**src/rtl/regfile_port_ctrl.sv**
```systemverilog
// ----------------------------------------------------------------------------
// regfile_port_ctrl
// Single-port access controller in front of a register bank. Takes one
// read/write request at a time over valid/ready and decodes the address into
// one-hot per-register strobes. Write data is driven on a shared bus. Read data
// is sampled from the shared read bus and returned on a response channel.
// Every output comes straight from a flop.
//
// Optional feature macro: ZERO_REG_EN
//   defined   : register index 0 is hardwired zero. Accesses to it raise no
//               strobe, writes are dropped and reads return zero.
//   undefined : index 0 behaves like any other register.
// ----------------------------------------------------------------------------
module regfile_port_ctrl #(
  parameter int DATA_WIDTH = 16,
  parameter int NUM_REGS   = 8,
  parameter int ADDR_WIDTH = 3
) (
  input  logic                  i_clk,
  input  logic                  i_rst,
  input  logic                  i_req_valid,
  output logic                  o_req_ready,
  input  logic                  i_req_write,
  input  logic [ADDR_WIDTH-1:0] i_req_addr,
  input  logic [DATA_WIDTH-1:0] i_req_wdata,
  output logic                  o_rsp_valid,
  input  logic                  i_rsp_ready,
  output logic [DATA_WIDTH-1:0] o_rsp_data,
  output logic [NUM_REGS-1:0]   o_reg_write_en,
  output logic [NUM_REGS-1:0]   o_reg_read_en,
  output logic [DATA_WIDTH-1:0] o_reg_write_data,
  input  logic [DATA_WIDTH-1:0] i_reg_read_bus
);

  typedef enum logic [1:0] {
    S_IDLE  = 2'd0,
    S_WRITE = 2'd1,
    S_READ  = 2'd2,
    S_RESP  = 2'd3
  } state_t;

  state_t                r_state;
  state_t                w_state_nxt;

  // Remembers whether the accepted address maps to a real register, so the
  // READ cycle knows whether the bus is actually being driven.
  logic                  r_addr_ok;
  logic                  w_addr_ok_nxt;

  logic                  r_req_ready;
  logic                  w_req_ready_nxt;
  logic                  r_rsp_valid;
  logic                  w_rsp_valid_nxt;
  logic [DATA_WIDTH-1:0] r_rsp_data;
  logic [DATA_WIDTH-1:0] w_rsp_data_nxt;
  logic [NUM_REGS-1:0]   r_write_en;
  logic [NUM_REGS-1:0]   w_write_en_nxt;
  logic [NUM_REGS-1:0]   r_read_en;
  logic [NUM_REGS-1:0]   w_read_en_nxt;
  logic [DATA_WIDTH-1:0] r_write_data;
  logic [DATA_WIDTH-1:0] w_write_data_nxt;

  logic                  w_req_addr_ok;
  logic [NUM_REGS-1:0]   w_req_onehot;

  // Address qualification and one-hot decode of the incoming request address.
  always_comb begin
    // NOTE: every combinational output gets a default first so no path can infer a latch.
    w_req_addr_ok = (int'(i_req_addr) < NUM_REGS);
`ifdef ZERO_REG_EN
    w_req_addr_ok = w_req_addr_ok && (i_req_addr != '0);
`endif
    w_req_onehot = '0;
    for (int i = 0; i < NUM_REGS; i++) begin
      w_req_onehot[i] = w_req_addr_ok && (int'(i_req_addr) == i);
    end
  end

  // Next-state and next-output logic; strobes default low so they last one cycle.
  always_comb begin
    w_state_nxt      = r_state;
    w_addr_ok_nxt    = r_addr_ok;
    w_req_ready_nxt  = r_req_ready;
    w_rsp_valid_nxt  = r_rsp_valid;
    w_rsp_data_nxt   = r_rsp_data;
    w_write_en_nxt   = '0;
    w_read_en_nxt    = '0;
    w_write_data_nxt = r_write_data;

    case (r_state)
      S_IDLE: begin
        if (i_req_valid && r_req_ready) begin
          w_req_ready_nxt = 1'b0;
          w_addr_ok_nxt   = w_req_addr_ok;
          if (i_req_write) begin
            w_state_nxt      = S_WRITE;
            w_write_en_nxt   = w_req_onehot;
            w_write_data_nxt = i_req_wdata;
          end else begin
            w_state_nxt   = S_READ;
            w_read_en_nxt = w_req_onehot;
          end
        end
      end

      S_WRITE: begin
        w_state_nxt     = S_IDLE;
        w_req_ready_nxt = 1'b1;
      end

      S_READ: begin
        // Nothing drives the bus for an unmapped address, so return zero.
        w_state_nxt     = S_RESP;
        w_rsp_valid_nxt = 1'b1;
        w_rsp_data_nxt  = r_addr_ok ? i_reg_read_bus : '0;
      end

      S_RESP: begin
        if (i_rsp_ready) begin
          w_state_nxt     = S_IDLE;
          w_rsp_valid_nxt = 1'b0;
          w_req_ready_nxt = 1'b1;
        end
      end

      default: begin
        w_state_nxt     = S_IDLE;
        w_req_ready_nxt = 1'b1;
        w_rsp_valid_nxt = 1'b0;
      end
    endcase
  end

  // State and output registers; reset drops any in-flight request.
  always_ff @(posedge i_clk or posedge i_rst) begin
    if (i_rst) begin
      r_state      <= S_IDLE;
      r_addr_ok    <= 1'b0;
      r_req_ready  <= 1'b1;
      r_rsp_valid  <= 1'b0;
      r_rsp_data   <= '0;
      r_write_en   <= '0;
      r_read_en    <= '0;
      r_write_data <= '0;
    end else begin
      // NOTE: non-blocking assignments so every flop samples the pre-edge values.
      r_state      <= w_state_nxt;
      r_addr_ok    <= w_addr_ok_nxt;
      r_req_ready  <= w_req_ready_nxt;
      r_rsp_valid  <= w_rsp_valid_nxt;
      r_rsp_data   <= w_rsp_data_nxt;
      r_write_en   <= w_write_en_nxt;
      r_read_en    <= w_read_en_nxt;
      r_write_data <= w_write_data_nxt;
    end
  end

  assign o_req_ready      = r_req_ready;
  assign o_rsp_valid      = r_rsp_valid;
  assign o_rsp_data       = r_rsp_data;
  assign o_reg_write_en   = r_write_en;
  assign o_reg_read_en    = r_read_en;
  assign o_reg_write_data = r_write_data;

endmodule

```
**config.mk**
```make
export PLATFORM = sky130hd
export DESIGN_NAME = regfile_port_ctrl
export DESIGN_NICKNAME = d
export VERILOG_FILES = /design/src/rtl/regfile_port_ctrl.sv
export SDC_FILE = /design/constraint.sdc
export NUM_CORES = 1
export LEC_CHECK = 0
export CORE_MARGIN = 10
export CORE_UTILIZATION = 44
export DETAILED_ROUTE_END_ITERATION = 10
export PLACE_DENSITY_LB_ADDON = 0.2
export SLEW_MARGIN = 40
export SYNTH_ARGS = -nofsm -noshare
export SYNTH_HDL_FRONTEND = slang
export SYNTH_SLANG_ARGS = --single-unit
export TNS_END_PERCENT = 20
```
**constraint.sdc**
```tcl
create_clock -name i_clk -period 4.8 [get_ports i_clk]
set_input_delay 1.44 -clock i_clk [delete_from_list [all_inputs] [get_ports i_clk]]
set_output_delay 1.44 -clock i_clk [all_outputs]
set_load 0.005 [all_outputs]
```
; ---- Word level (Yosys, flattened, before mapping)
; Cells that the tools add are included.
[word_totals]
ff_bits = 53
in_bits = 40
out_inout_bits = 50
[classes]
eq_ne = 12
reduce_logical = 10
muxes = 16
[op_table]
columns = operator, count
row1 = 2-to-1 mux 8 bit, 6
row2 = 2-to-1 mux 16 bit, 1
row3 = "== test 3 bit, second input constant", 4
row4 = one-hot mux 2 bit (4 select lines), 1
row5 = "== test 3 x 2 -> 1 bit, second input constant", 2
row6 = 2-to-1 mux 2 bit, 3
row7 = AND reduction 2 bit, 3
row8 = AND reduction 3 bit, 2
row9 = "== test 2 bit, second input constant", 2
row10 = "!= test 2 bit, second input constant", 2
row11 = "== test 3 x 1 -> 1 bit, second input constant", 1
row12 = logical NOT 3 bit, 1
row13 = 2-to-1 mux 1 bit, 3
row14 = one-hot mux 1 bit (3 select lines), 1
row15 = nonzero test 3 bit, 1
row16 = "== test 2 x 1 -> 1 bit, second input constant", 1
row17 = logical NOT 2 bit, 1
row18 = one-hot mux 1 bit (2 select lines), 1
row19 = nonzero test 2 bit, 1
row20 = logical AND 1 bit, 1

; ---- Depth between registers and ports, before layout
; Gate-level depths: netlist of the first run.
[logic_depth]
word_depth = 4
depth_mapped = 4

; ---- Least setup slack after synthesis of the first run
; No wires, ideal clock.
[synth_timing]
path_type = input to register
startpoint = input i_req_valid
endpoint = register r_write_data[10] (netlist: o_reg_write_data[10])
slack_ns = 2.473
path_buffers = 1
setup_time_ns = 0.125
t_required_ns = 4.675
arrival_ns = 2.202
path_stages = 4
path_cell_list = and4bb_4 -> nand2_4 -> buf_6 -> mux2_4
[synth_via]
elab_chain_cells = 2
[synth_lines]
columns = item, line
row1 = "start, declared", 21  ; input logic i_req_valid,
row2 = logical AND 1 bit, 92  ; if (i_req_valid && r_req_ready) begin
row3 = AND reduction 3 bit (no line), -
row4 = "end signal, assigned", 154  ; r_write_data <= w_write_data_nxt;
row5 = "end, declared", 60  ; logic [DATA_WIDTH-1:0] r_write_data;
; Every way passes these cells.
; A chain may end at the register's enable or synchronous reset.

; ---- Worst setup path after layout of the first run
[layout_timing]
startpoint = register r_req_ready (netlist: o_req_ready)
endpoint = output o_req_ready
[layout_lines]
columns = item, line
row1 = "start, declared", 50  ; logic r_req_ready;
row2 = "start signal, assigned", 149  ; r_req_ready <= w_req_ready_nxt;
row3 = "end, declared", 22  ; output logic o_req_ready,
; No word-level cell between the ends.

==> impl_results.rst, run 1 <==
.. list-table::
   :header-rows: 1

   * - Metric
     - Value
   * - Result of the run
     - completed
   * - Post-DP Area
     - 0.00294 mm²
   * - Worst endpoint data arrival time
     - 1.37 ns
   * - Number of buffers inserted for hold repair after clock tree synthesis
     - 0
   * - Max FO, Critical Path
     - 5
   * - Pin count of the biggest net entering global routing
     - 54
   * - Via total after detailed routing
     - 1492
   * - First-pass GRT wire length
     - 7670 µm
   * - Seq pwr share
     - 59.8%
   * - Gate power share
     - 6.4%
   * - Ranking of synthesized cells by instance count
     - dfrtp_1, nand2_1, o21ai_0
   * - Synthesized area per cell
     - 12.2 µm²
   * - Via count of the first global-routing pass
     - 1423
   * - Total length of routed wires
     - 5030 µm
   * - Setup repair after global routing missed its margin
     - false
   * - Transition time at the pin with the least slew margin
     - 0.643 ns
   * - Number of diodes added for antenna fixing
     - 0
   * - Instance count of the mapped netlist
     - 166
   * - Fraction of post-synthesis cell area in the top cell type by area
     - 64.2%
   * - Drt first-iter violations
     - 59
   * - CP Capture Type
     - primary output
   * - Number of H-tree branching levels
     - 2
   * - Worst IR Drop VDD
     - 0.190 mV
   * - Post-synthesis cell area
     - 0.00203 mm²
   * - Number of vias per cell after detailed routing
     - 4.86
   * - Count of input and output buffers
     - 89
   * - Count of distinct cell types in the synthesized netlist
     - 20
   * - Leading register cell type out of synthesis
     - dfrtp_1
   * - Number of maximum-capacitance violations
     - 0
   * - Wire length per cell after detailed routing
     - 16.4 µm
   * - Asr flop ratio synth
     - 100%
   * - Required time of the worst setup path
     - 3.36 ns
   * - Max-slew violation total from the final report
     - 0
   * - Critical path cell sequence
     - clkdlybuf4s50_1
   * - Final RePlAce weighted congestion
     - 0.737
   * - Crit path buffers/inverters
     - 1
   * - I/O pin count
     - 90
   * - Fraction of final layout cells sized beyond drive strength 1
     - 11.0%
   * - Category of the critical setup timing path
     - reg2out
   * - Later-pin clock latency in the skew report
     - 0.29 ns
   * - Count of filler cells inserted in the layout
     - 342
   * - NumNets Final
     - 294
   * - Maximum root-to-sink buffer count
     - 2
   * - Path class of the lowest-slack min-delay path
     - reg2reg
   * - Synth-to-layout area growth
     - 49.7%
   * - Dpl hpwl
     - 3760 µm
   * - Count leader, synth
     - dfrtp_1
   * - Clock tree from TritonCTS
     - built
   * - Width of the die
     - 87.9 µm
   * - Top Family by Delay on Critical Path
     - flip-flops
   * - Post-CTS setup-driven buffer insertion count
     - 0
   * - Count of final setup violators
     - 0
   * - Sink Count
     - 53
   * - Final instance area
     - 0.00303 mm²
   * - Final hold violations
     - 0
   * - Highest cell delay on the worst timing path
     - 0.57 ns
   * - Total routing usage reported by global routing
     - 12.7%
   * - Final global-route overflow total
     - 0
   * - Sequential fraction of the synthesis area
     - 65.5%
   * - Proportion of power drawn by the clock network
     - 33.8%
   * - Number of warnings issued by yosys
     - 0
   * - Sw Ratio
     - 20.5%
   * - Max-Slew Margin vs Limit
     - 57.1%
   * - Count of TritonRoute iterations in the first routing pass
     - 3
   * - Top achievable clock speed
     - 356 MHz
   * - Post-CTS resize count
     - 0
   * - Cell at the slowest stage of the critical path
     - dfstp_2
   * - Power density cells
     - 246 mW/mm²
   * - Effective utilization at floorplan
     - 45.9%
   * - Total Die Area
     - 0.00772 mm²
   * - Std cell rows
     - 24
   * - Count of non-filler cells in the finished layout
     - 307
   * - Psw
     - 153 µW
   * - DIE HEIGHT
     - 87.9 µm
   * - Number of nets with antenna violations after detailed routing
     - 0
   * - Startpoint type of the worst setup path
     - register
   * - Clock transition at path regs
     - 0.09 ns
   * - Synth area leaders
     - dfrtp_1, mux2_4, nand2_1, o21ai_0, nor3_1
   * - Worst-case clock skew
     - 0.00684 ns
   * - Number of flops mapped to enable cells by yosys
     - 0
   * - Lkg Pwr
     - 1.39 nW
   * - Flip-flop and latch count after synthesis
     - 53
   * - Antenna violations before repair
     - 0
   * - Core region area
     - 0.00441 mm²
   * - Synthesized Nets
     - 206
   * - # DRC
     - 0
   * - Sum of negative setup slack
     - 0 ns
   * - Cells after DPL
     - 299
   * - Number of buffers created by CTS
     - 5
   * - Post-layout min period
     - 2.81 ns
   * - Dominant cell type by area after synthesis
     - dfrtp_1
   * - Ratio of final minimum period to clock period
     - 58.6%
   * - Int Power
     - 593 µW
   * - CTS root buffer
     - clkbuf_8
==> metrics by stage <==
| step | power [mW] | utilization, % | setup WS, ns | hold WS, ns |
|---|---|---|---|---|
| finish | 0.746 | 68.7 | 1.99 | 0.480 |
| global route | 0.776 | 68.7 | 1.94 | 0.516 |
| CTS | 0.755 | 68.7 | 1.96 | 0.486 |
| detailed placement | 0.503 | 66.6 | 1.88 | 0.465 |
| global placement | 0.503 | 66.5 | 1.90 | 0.459 |
| floorplan | 0.466 | - | 2.08 | 0.467 |
==> cells in the final DEF, fill, tap and decap left out, drive strengths merged, types with 3 or more instances in the layout <==
cell type       n
nor2            4
a21oi           4
nor4            4
dfrtp          52
nand2b          3
clkbuf          8
mux2           16
inv             4
nand2          39
clkdlybuf4s50  89
o21ai          16
nor3            8
==> per-layer routing <==
| layer | share of wire (%) | up-vias | GRT usage, % |
|---|---|---|---|
| met5 | 0 | - | 0 |
| met4 | 0.88 | 0 | 3.04 |
| met3 | 11 | 6 | 6.87 |
| met2 | 44 | 52 | 18.0 |
| met1 | 43 | 709 | 16.5 |
| li1 | - | 725 | - |
==> sequential cells by signal (all words and copies together), names as in the netlist <==
name	count
o_reg_write_data	16
o_rsp_data	16
o_reg_read_en	8
o_reg_write_en	8
r_state	2
o_req_ready	1
o_rsp_valid	1
r_addr_ok	1
==> cells by family (layout without fill, tap and decap cells) <==
| group | Yosys count | in the layout | synth area share (%) |
|---|---|---|---|
| multiplexers | 16 | 16 | 11.5 |
| flip-flops | 53 | 53 | 65.5 |
| AO/OA/AOI/OAI | 22 | 22 | 5.56 |
| buffers and inverters | 12 | 101 | 2.96 |
| AND/OR/NAND/NOR | 63 | 63 | 14.5 |
==> final timing paths <==
kind	start	to	slack (ns)	depth (start not counted)
worst max-delay path	o_req_ready	o_req_ready	1.99	1
worst min-delay path	o_rsp_data[0]	o_rsp_data[0]	0.48	2
worst max register to register	o_req_ready	o_reg_write_data[12]	3.24	3
max in group asynchronous	i_rst	o_reg_read_en[3]	2.78	2
worst min register to register	o_rsp_data[0]	o_rsp_data[0]	0.48	2
min in group asynchronous	i_rst	o_reg_write_data[6]	1.58	2
==> worst min-delay path: stages, from the launching register on <==
cell and delay, ns:
dfrtp_1 0.35, nand2_1 0.04, o21ai_0 0.05
==> power by group through the flow <==
stage / clock (mW) / combinational, mW / sequential [mW]
final: 0.252 / 0.0477 / 0.446
after global routing: 0.277 / 0.0523 / 0.446
after CTS: 0.260 / 0.0486 / 0.446
after detailed placement: 0 / 0.0483 / 0.455
after global placement: 0 / 0.0477 / 0.455
after floorplan: 0 / 0.0109 / 0.455
==> layout make-up <==
class                   count  area, µm²  share of cell area, %
clock buffers               8       90.1                   2.97
inverters                   4       17.5                  0.578
multi-input cells         101        641                   21.1
flip-flops and latches     53       1330                   43.8
well taps                  52       65.1                   2.15
repair buffers             89        891                   29.4
(Power assumes the default switching activity.)
==> inputs of run 2 (changes only) <==
--- a/config.mk
+++ b/config.mk
@@ -6,7 +6,7 @@
 export NUM_CORES = 1
 export LEC_CHECK = 0
 export CORE_MARGIN = 10
-export CORE_UTILIZATION = 44
+export CORE_UTILIZATION = 37
 export DETAILED_ROUTE_END_ITERATION = 10
 export PLACE_DENSITY_LB_ADDON = 0.2
 export SLEW_MARGIN = 40
==> constraint.sdc (replaced) <==
create_clock -name i_clk -period 2.3 [get_ports i_clk]
set_input_delay 0.69 -clock i_clk [delete_from_list [all_inputs] [get_ports i_clk]]
set_output_delay 0.69 -clock i_clk [all_outputs]
set_load 0.005 [all_outputs]
==> impl_results.rst, run 2 (synthesis results as in run 1) <==
.. list-table::
   :header-rows: 1

   * - Metric
     - Value
   * - Result of the run
     - completed
   * - Met2 wire length
     - 2370 µm (+6.1%)
   * - Post-Place Worst Slack
     - 0.102 ns (-1.78 ns)
   * - Number of vias per cell after detailed routing
     - 4.57 (-6.0%)
   * - Core region area
     - 0.00520 mm² (+18%)
   * - Number of H-tree branching levels
     - 2 (unchanged)
   * - Drt first-iter violations
     - 73 (+24%)
   * - Total power of the final layout
     - 1.52 mW (+100%)
   * - Total routing usage reported by global routing
     - 12.2% (-0.46 points)
   * - Number of nets with antenna violations after detailed routing
     - 0 (unchanged)
   * - Final hold violations
     - 0 (unchanged)
   * - Std cell rows
     - 26 (+8.3%)
   * - Ratio of final minimum period to clock period
     - 89.7%
   * - Highest metal layer with signal wires
     - met4
   * - Commonest non-fill, non-tap cells in the layout
     - clkdlybuf4s50_1, dfrtp_1, nand2_1
   * - Metal3 WL
     - 577 µm (+1.1%)
   * - CP Capture Type
     - primary output
   * - Cells after DPL
     - 319 (+6.7%)
   * - Category of the critical setup timing path
     - reg2out
   * - NumNets Final
     - 296 (+0.68%)
   * - Count of TritonRoute iterations in the first routing pass
     - 4 (+1)
   * - Critical path cell sequence
     - clkdlybuf4s50_1
   * - Power density cells
     - 497 mW/mm² (+100%)
   * - Gate power share
     - 6.8% (+0.4 points)
   * - Total length of routed wires
     - 5220 µm (+3.9%)
   * - Required time of the worst setup path
     - 1.61 ns (-1.75 ns)
   * - Transition time at the pin with the least slew margin
     - 0.569 ns (-0.0735 ns)
   * - Lkg Pwr
     - 1.40 nW (+0.51%)
   * - # DRC
     - 0 (unchanged)
   * - Max FO, Critical Path
     - 5 (unchanged)
   * - Count of input and output buffers
     - 89 (unchanged)
   * - Max-Slew Margin vs Limit
     - 62.0% (+4.9 points)
   * - Final worst slack
     - 0.236 ns (-1.75 ns)
   * - Cell at the slowest stage of the critical path
     - dfstp_2
   * - Max-slew violation total from the final report
     - 0 (unchanged)
   * - Top Family by Delay on Critical Path
     - flip-flops
   * - Count of non-filler cells in the finished layout
     - 327 (+6.5%)
   * - CTS root buffer
     - clkbuf_8
   * - Worst-case clock skew
     - 0.00347 ns (-0.00338 ns)
   * - Most common library cell in the layout ignoring fill and taps
     - clkdlybuf4s50_1
   * - Effective utilization at floorplan
     - 38.9% (-7.0 points)
   * - Crit path buffers/inverters
     - 1 (unchanged)
   * - DIE HEIGHT
     - 94.0 µm (+7.0%)
   * - Final RePlAce weighted congestion
     - 0.694 (-5.8%)
   * - Number of maximum-capacitance violations
     - 0 (unchanged)
   * - Path class of the lowest-slack min-delay path
     - reg2reg
   * - Sum of negative setup slack
     - 0 ns (unchanged)
   * - Clock transition at path regs
     - 0.08 ns (about the same)
   * - First-pass GRT wire length
     - 8400 µm (+9.5%)
   * - Post-CTS resize count
     - 0 (unchanged)
   * - Later-pin clock latency in the skew report
     - 0.29 ns (about the same)
   * - Via total after detailed routing
     - 1494 (+0.13%)
   * - Worst endpoint data arrival time
     - 1.37 ns (about the same)
   * - Number of buffers inserted for hold repair after clock tree synthesis
     - 0 (unchanged)
   * - Worst IR Drop VDD
     - 0.308 mV (+62%)
   * - Number of diodes added for antenna fixing
     - 0 (unchanged)
   * - Fraction of final layout cells sized beyond drive strength 1
     - 10.9% (-0.085 points)
   * - Psw
     - 313 µW (+100%)
   * - Setup repair after global routing missed its margin
     - false
   * - Wire length per cell after detailed routing
     - 16.0 µm (-2.5%)
   * - I/O pin count
     - 90 (unchanged)
   * - Proportion of power drawn by the clock network
     - 32.2% (-1.6 points)
   * - Via count of the first global-routing pass
     - 1597 (+12%)
   * - Total Die Area
     - 0.00883 mm² (+14%)
   * - Startpoint type of the worst setup path
     - register
   * - Number of buffers created by CTS
     - 5 (unchanged)
   * - Clock tree from TritonCTS
     - built
   * - Count of final setup violators
     - 0 (unchanged)
   * - Top achievable clock speed
     - 484 MHz
   * - Post-CTS setup-driven buffer insertion count
     - 0 (unchanged)
   * - Antenna violations before repair
     - 0 (unchanged)
   * - Post-layout min period
     - 2.06 ns
   * - Highest cell delay on the worst timing path
     - 0.57 ns (about the same)
   * - Sw Ratio
     - 20.5% (about the same)
   * - Maximum root-to-sink buffer count
     - 2 (unchanged)
   * - Final global-route overflow total
     - 0 (unchanged)
   * - Synth-to-layout area growth
     - 51.4%
   * - Wire length the detailed router placed on met1
     - 2230 µm (+2.2%)
   * - Seq pwr share
     - 61.1% (+1.3 points)
   * - Pin count of the biggest net entering global routing
     - 54 (unchanged)
   * - Int Power
     - 1.21 mW (+100%)
   * - Dpl hpwl
     - 3900 µm (+3.6%)
   * - Width of the die
     - 94.0 µm (+7.0%)
   * - Count of filler cells inserted in the layout
     - 447 (+31%)
   * - Sink Count
     - 53 (unchanged)
==> run 2: power by group through the flow <==
| stage | combinational (mW) | clock, mW | sequential (mW) |
|---|---|---|---|
| final | 0.103 | 0.490 | 0.931 |
| after CTS | 0.105 | 0.521 | 0.931 |
| after floorplan | 0.0228 | 0 | 0.950 |
| after global routing | 0.113 | 0.558 | 0.931 |
| after global placement | 0.105 | 0 | 0.949 |
| after detailed placement | 0.104 | 0 | 0.949 |
==> run 2: cell type report <==
type                    count  area (µm²)  share of cell area [%]
well taps                  70        87.6                    2.86
flip-flops and latches     53        1330                    43.3
inverters                   4        15.0                   0.490
clock buffers               8        80.1                    2.61
multi-input cells         101         638                    20.8
repair buffers             91         918                    29.9
==> run 2: metrics by stage <==
stage | instance area (µm²) | util, % | hold slack, ns
after global placement | 2990 | 57.4 | 0.460
final | 3070 | 58.9 | 0.484
after floorplan | 2030 | - | 0.467
after detailed placement | 2990 | 57.4 | 0.471
after CTS | 3070 | 58.9 | 0.491
after global routing | 3070 | 58.9 | 0.515
==> run 2: metal layers <==
metal / vias up / GRT usage, %
met5: - / 0
met4: 0 / 3.04
met3: 5 / 6.79
met2: 50 / 18.2
met1: 702 / 15.0
li1: 737 / -
==> run 2: path summary, 6_finish.rpt <==
| check | from | endpoint | slack, ns | cells after the start |
|---|---|---|---|---|
| worst min-delay path | o_rsp_data[11] | o_rsp_data[11] | 0.48 | 2 |
| max in group asynchronous | i_rst | o_req_ready | 1.26 | 3 |
| worst max-delay path | o_req_ready | o_req_ready | 0.24 | 1 |
| worst max register to register | o_req_ready | o_reg_write_data[8] | 0.73 | 3 |
| worst min register to register | o_rsp_data[11] | o_rsp_data[11] | 0.48 | 2 |
| min in group asynchronous | i_rst | o_reg_write_data[13] | 0.75 | 3 |
